**src/rtl/pixel_pkg.sv**
```systemverilog
// pixel_pkg: pixel tag types, shared RGBA type and tag derivation for the demosaic path
package pixel_pkg;
  typedef enum logic [1:0] {RED, GREEN_BESIDE_RED, GREEN_BESIDE_BLUE, BLUE} color_t;
  typedef enum logic [1:0] {LEFT, CENTER, RIGHT} lateral_t;
  typedef enum logic [1:0] {TOP, MIDDLE, BOTTOM} vertical_t;
  typedef struct packed {
    logic [7:0] r;
    logic [7:0] g;
    logic [7:0] b;
    logic [7:0] a;
  } rgba_t;
  typedef struct packed {
    lateral_t  lateral;
    vertical_t vertical;
    color_t    color;
  } tags_t;
  typedef enum logic [1:0] {FILL, RUN, FLUSH} state_t;
  function automatic tags_t pixel_tags(input int x, input int y, input int w, input int h);
    tags_t t;
    t.lateral  = x == 0 ? LEFT : x == w - 1 ? RIGHT : CENTER;
    t.vertical = y == 0 ? TOP : y == h - 1 ? BOTTOM : MIDDLE;
    t.color    = x[0] ? (y[0] ? BLUE : GREEN_BESIDE_RED) : (y[0] ? GREEN_BESIDE_BLUE : RED);
    return t;
  endfunction
endpackage

```
**src/rtl/bayer_line_buffer.sv**
```systemverilog
// bayer_line_buffer: WIDTH x 8 row store, one write port, registered read port
// Ports: clk; we/wr_addr/wr_data write; rd_addr in, rd_data out one cycle later.
module bayer_line_buffer #(
  parameter int WIDTH = 40,
  parameter int AW    = $clog2(WIDTH)
) (
  input  logic          clk,
  input  logic          we,
  input  logic [AW-1:0] wr_addr,
  input  logic [7:0]    wr_data,
  input  logic [AW-1:0] rd_addr,
  output logic [7:0]    rd_data
);
  logic [7:0] mem [WIDTH];
  always_ff @(posedge clk) begin
    if (we) mem[wr_addr] <= wr_data;
    rd_data <= mem[rd_addr];
  end
endmodule

```
**src/rtl/bayer_window_stream.sv**
```systemverilog
// bayer_window_stream: raw Bayer pixel stream to 3x3 windows with position/colour tags
// Ports: clk, reset (sync, active-high); in_pixel/in_valid/in_ready input stream;
// out_window[row][col]/out_lateral/out_vertical/out_color/out_valid/out_ready output stream;
// frame_done pulses when the last window of a frame is accepted.
// Build option: BAYER_EDGE_MIRROR_EN mirrors out-of-image taps instead of zero filling.
module bayer_window_stream
  import pixel_pkg::*;
#(
  parameter int WIDTH  = 40,
  parameter int HEIGHT = 30
) (
  input  logic                   clk,
  input  logic                   reset,
  input  logic [7:0]             in_pixel,
  input  logic                   in_valid,
  output logic                   in_ready,
  output logic [1:-1][1:-1][7:0] out_window,
  output lateral_t               out_lateral,
  output vertical_t              out_vertical,
  output color_t                 out_color,
  output logic                   out_valid,
  input  logic                   out_ready,
  output logic                   frame_done
);
  localparam int N  = WIDTH * HEIGHT;
  localparam int CW = $clog2(N + 1);
  localparam int AW = $clog2(WIDTH);
  localparam int YW = $clog2(HEIGHT + 1);
  state_t                 state, state_nx;
  logic [CW-1:0]          in_cnt, out_cnt;
  logic [AW-1:0]          wr_x, wr_x_nx, gen_x;
  logic [YW-1:0]          gen_y;
  logic [1:-1][7:0]       p1, p2, col;
  logic [1:-1][1:-1][7:0] win;
  logic [7:0]             top_rd, mid_rd, npx;
  logic                   slot, accept, take, last, flush_step, step, produce;
  tags_t                  tags;
  assign slot       = !out_valid || out_ready;
  assign in_ready   = !reset && state != FLUSH && slot;
  assign accept     = in_valid && in_ready;
  assign take       = out_valid && out_ready;
  assign last       = take && out_cnt == CW'(N - 1);
  assign frame_done = last;
  assign flush_step = state == FLUSH && slot && gen_y != YW'(HEIGHT);
  assign step       = accept || flush_step;
  assign produce    = flush_step || (accept && state == RUN);
  // Flush steps push zero pixels; every tap they feed lies outside the image.
  assign npx        = accept ? in_pixel : 8'h00;
  assign col        = {npx, mid_rd, top_rd};
  // Reads are addressed with the next write pointer so the registered read
  // already holds the older rows for the column completed by the next step.
  assign wr_x_nx    = (reset || last) ? '0 : !step ? wr_x : wr_x == AW'(WIDTH - 1) ? '0 : wr_x + AW'(1);
  assign tags       = pixel_tags(int'(gen_x), int'(gen_y), WIDTH, HEIGHT);
  bayer_line_buffer #(.WIDTH(WIDTH)) lb_top (
    .clk(clk), .we(step), .wr_addr(wr_x), .wr_data(mid_rd), .rd_addr(wr_x_nx), .rd_data(top_rd)
  );
  bayer_line_buffer #(.WIDTH(WIDTH)) lb_mid (
    .clk(clk), .we(step), .wr_addr(wr_x), .wr_data(npx), .rd_addr(wr_x_nx), .rd_data(mid_rd)
  );
  always_comb begin
    for (int r = -1; r <= 1; r++) win[r] = {col[r], p1[r], p2[r]};
`ifdef BAYER_EDGE_MIRROR_EN
    for (int r = -1; r <= 1; r++) begin
      win[r][-1] = gen_x == '0 ? win[r][1] : win[r][-1];
      win[r][1]  = gen_x == AW'(WIDTH - 1) ? win[r][-1] : win[r][1];
    end
    win[-1] = gen_y == '0 ? win[1] : win[-1];
    win[1]  = gen_y == YW'(HEIGHT - 1) ? win[-1] : win[1];
`else
    for (int r = -1; r <= 1; r++)
      for (int c = -1; c <= 1; c++)
        win[r][c] = ((r < 0 && gen_y == '0) || (r > 0 && gen_y == YW'(HEIGHT - 1)) ||
                     (c < 0 && gen_x == '0) || (c > 0 && gen_x == AW'(WIDTH - 1))) ? 8'h00 : win[r][c];
`endif
  end
  always_comb begin
    state_nx = state;
    state_nx = last ? FILL :
               (accept && in_cnt == CW'(N - 1)) ? FLUSH :
               (accept && state == FILL && in_cnt == CW'(WIDTH)) ? RUN : state;
  end
  always_ff @(posedge clk) begin
    if (reset) state <= FILL;
    else state <= state_nx;
  end
  always_ff @(posedge clk) begin
    wr_x <= wr_x_nx;
    if (reset) begin
      in_cnt       <= '0;
      out_cnt      <= '0;
      gen_x        <= '0;
      gen_y        <= '0;
      p1           <= '0;
      p2           <= '0;
      out_valid    <= 1'b0;
      out_window   <= '0;
      out_lateral  <= CENTER;
      out_vertical <= MIDDLE;
      out_color    <= RED;
    end else begin
      in_cnt  <= last ? '0 : in_cnt + CW'(accept);
      out_cnt <= last ? '0 : out_cnt + CW'(take);
      if (step) begin
        p2 <= p1;
        p1 <= col;
      end
      if (produce) begin
        out_valid    <= 1'b1;
        out_window   <= win;
        out_lateral  <= tags.lateral;
        out_vertical <= tags.vertical;
        out_color    <= tags.color;
        gen_x        <= gen_x == AW'(WIDTH - 1) ? '0 : gen_x + AW'(1);
        gen_y        <= gen_x == AW'(WIDTH - 1) ? gen_y + YW'(1) : gen_y;
      end else if (take) begin
        out_valid <= 1'b0;
      end
      if (last) begin
        gen_x <= '0;
        gen_y <= '0;
      end
    end
  end
endmodule
```
**config.mk**
```make
export PLATFORM = sky130hd
export DESIGN_NAME = bayer_window_stream
export DESIGN_NICKNAME = d
export VERILOG_FILES = /design/src/rtl/pixel_pkg.sv /design/src/rtl/bayer_line_buffer.sv /design/src/rtl/bayer_window_stream.sv
export SDC_FILE = /design/constraint.sdc
export NUM_CORES = 1
export LEC_CHECK = 0
export ABC_AREA = 1
export CAP_MARGIN = 5
export CORE_ASPECT_RATIO = 0.8
export CORE_MARGIN = 1
export CORE_UTILIZATION = 50
export DETAILED_ROUTE_END_ITERATION = 8
export PLACE_DENSITY = 0.69
export SETUP_SLACK_MARGIN = 0.4
export SLEW_MARGIN = 20
export SYNTH_ARGS = -nofsm -noshare
export SYNTH_HDL_FRONTEND = slang
export SYNTH_HIERARCHICAL = 1
export SYNTH_SLANG_ARGS = --single-unit
```
**constraint.sdc**
```tcl
create_clock -name clk -period 8.4 [get_ports clk]
set_input_delay 1.68 -clock clk [delete_from_list [all_inputs] [get_ports clk]]
set_output_delay 1.68 -clock clk [all_outputs]
set_load 0.005 [all_outputs]
```
==> impl_results.md <==
- R2r endpoint: lb_top/rd_data[3]$_DFF_P_
- Starting DRT DRC Count: approximately 2600
- Clock buffer depth: 3
- IO Port Bufs: around 90
- Final setup violation count: 0
- DR DRC count: 0
- Synthesis Warnings: 6
- WHS Path Cells: 2
- Largest net degree at the start of global routing: 192
- WS Path Type: primary input to register
- Die ar.: 68000 µm²
- Final hold violation count: 0
- HP Class: register to register
- Critical path required time: around 9 ns
- # rows: 84
- Total GRT Usage: 0.244
- Total power draw: 8.80 mW
- Asr flop ratio synth: 0
- # H-tree levels: 3
- Syn Nets: 3176
- CTS root buf: clkbuf_16
- Chip Height: between 200 and 250 µm
- Antenna Nets Post-Route: 0
- Worst Path Arrival: 5.71 ns
- Most common cell after layout, fill and taps aside: nand2_1
- Hold EP: p1[22]$_SDFFE_PP0N_
- Placer congestion estimate: 0.895
- First-pass GRT wire length: ~130 mm
- Num CTS Buffers: 82
- RSZ-0062 raised after global routing: false
- Diodes inserted: 0
- Status: complete, no violations
- Reg clk slew, reported paths: around 0.06 ns
- Slew headroom: 0.263
- Synth Area per Inst: 10.6 µm²
- Final nets: 3209
- Number of synthesized flops with an enable pin: 640
- Max FO, Critical Path: 64
- Number of global-route vias before repair: between 20000 and 25000
- Worst skew pair latency: 0.64 ns
- Top Ports: 93
- Worst reg2reg path depth: 18
- Flops & latches, synth: 824
- Initial Util: 0.507
- PwrDens: approximately 230 nW/µm²
- Sequential share of the synthesized area: 0.684
- LEAKAGE: ~13 nW
- Post-route setup TNS: 0 ns
- Tcrit/Tclk final: 0.612
- DP HPWL: ~51 mm
- Die extent in x: about 290 µm
- Main flop type after synthesis: edfxtp_1
- Core ar.: between 60000 and 70000 µm²
- Commonest non-fill, non-tap cells in the layout: nand2_1 (842), edfxtp_1 (640), nand3_1 (498)
- Max-slew violations: 0
- Worst slew pin tran: between 1 and 1.5 ns
- Tmin final: 5.14 ns
- DR WL/cell: between 20 and 25 µm
- Post-CTS Hold Buffers: 0
- R2R setup slack: between 4 and 5 ns
- Worst Setup Start Kind: primary input
- Max IR drop VDD: 0.180 mV
- Max-cap viol count: 0
- Synthesized cell area: 33500 µm²
- DR vias: about 24000
- Initial antenna violation count: 0
- Fmax: around 190 MHz
- Clock sinks: 824
- Total global routing overflow: 0
- Area delta synth->final: 12.2%
- First drt pass iteration count: 6
- Clock skew: 0.0254 ns
- Layout cells sized above 1: 0.0651
- Post-CTS setup buffers: 0
- CTS tree: done
- CTS resizes: 0
- Drt via density: 5.72
- Final wirelength: between 80 and 90 mm
- Hold Startpoint: p1[22]$_SDFFE_PP0N_
- CP endpoint kind: register
- Gate Count Post-Synth: roughly 3200
- Count of cell types in the netlist: 40
- FF-to-FF Start: wr_x[0]$_DFF_P_
layer usage:
metal	track usage	share of wire	vias to the layer above
li1	-	-	11000
met1	0.355	0.44	11400
met2	0.370	0.45	1063
met3	0.0504	0.090	131
met4	0.0711	0.023	0
met5	0	0	-
cell type report:
class	instances	area, µm²
multi-input cells	2022	9150
repair buffers	136	1270
clock buffers	100	2220
inverters	120	465
flip-flops and latches	824	22900
well taps	860	1080
fillers	5465	28400
clock inverters	53	488
through the flow:
step,hold WS (ns),instance area (µm²),cells,util,setup WS (ns)
global placement,0.447,34800,3961,0.527,2.73
floorplan,0.429,33500,3153,-,4.26
finish,0.464,37600,4115,0.569,3.26
global route,0.483,37600,4115,0.569,2.94
detailed placement,0.457,34800,3961,0.528,2.71
CTS,0.463,37500,4114,0.569,3.35
power by group:
| group | switching [mW] | internal [mW] |
|---|---|---|
| logic | 0.452 | 0.130 |
| registers | 0.0448 | 4.50 |
| clock network | 1.56 | 2.11 |
cell families after synthesis:
family / synth area share
AND/OR/NAND/NOR: 0.217
flip-flops: 0.684
buffers and inverters: 0.0459
AO/OA/AOI/OAI: 0.0468
adder cells (fa/ha/maj): 0.00411
XOR/XNOR: 0.00262
registers in the layout (all words and copies together), names as in the netlist, 5 cells and up:
register,cells
p1,24
gen_y,5
wr_x,6
gen_x,6
lb_mid/rd_data,8
lb_top/rd_data,8
lb_top/mem,320
out_window,72
p2,24
lb_mid/mem,320
out_cnt,11
in_cnt,11
worst max-delay path: stages:
cell	delay, ns
buf_2	0.11
inv_2	0.68
nand4_2	0.25
nand2_4	0.37
o21ai_0	0.14
o21ai_0	0.18
nor2_4	0.12
inv_4	0.47
buf_4	0.63
nand2_1	0.11
nand3_1	0.10
nand3_1	0.14
nand2_1	0.22
nand2_1	0.13
nand3_1	0.14
nand3_1	0.08
nand2_1	0.06
worst max-delay path by stage:
stage / start / to / slack [ns] / cells past startpoint
6_report: reset / lb_top/rd_data[3]$_DFF_P_ / 3.26 / 17
5_1_grt: reset / lb_top/rd_data[3]$_DFF_P_ / 2.94 / 17
4_1_cts: reset / lb_top/rd_data[7]$_DFF_P_ / 3.35 / 12
3_5_place_dp: reset / lb_top/rd_data[7]$_DFF_P_ / 2.71 / 12
3_3_place_gp: reset / lb_top/rd_data[3]$_DFF_P_ / 2.73 / 17
2_1_floorplan: reset / lb_mid/mem[18][0]$_DFFE_PP_ / 4.26 / 8
synthesized netlist by cell type (all sizes together) (3+ instances only):
library cell	count	area, µm²
nor4	13	81.3
o211ai	16	120
clkbuf	57	215
inv	114	433
dfxtp	184	3680
xor2	7	61.3
a211oi	7	72.6
xnor2	3	26.3
o21ai	148	744
nor2	314	1190
nand2	847	3200
ha	11	138
edfxtp	640	19200
a21oi	78	390
nand3	498	2490
clkinv	6	25.0
o221ai	16	140
or2	3	18.8
nand4	24	171
o22ai	16	100
nor3	19	95.1
buf	130	865
Power figures use the tool's default switching activity.
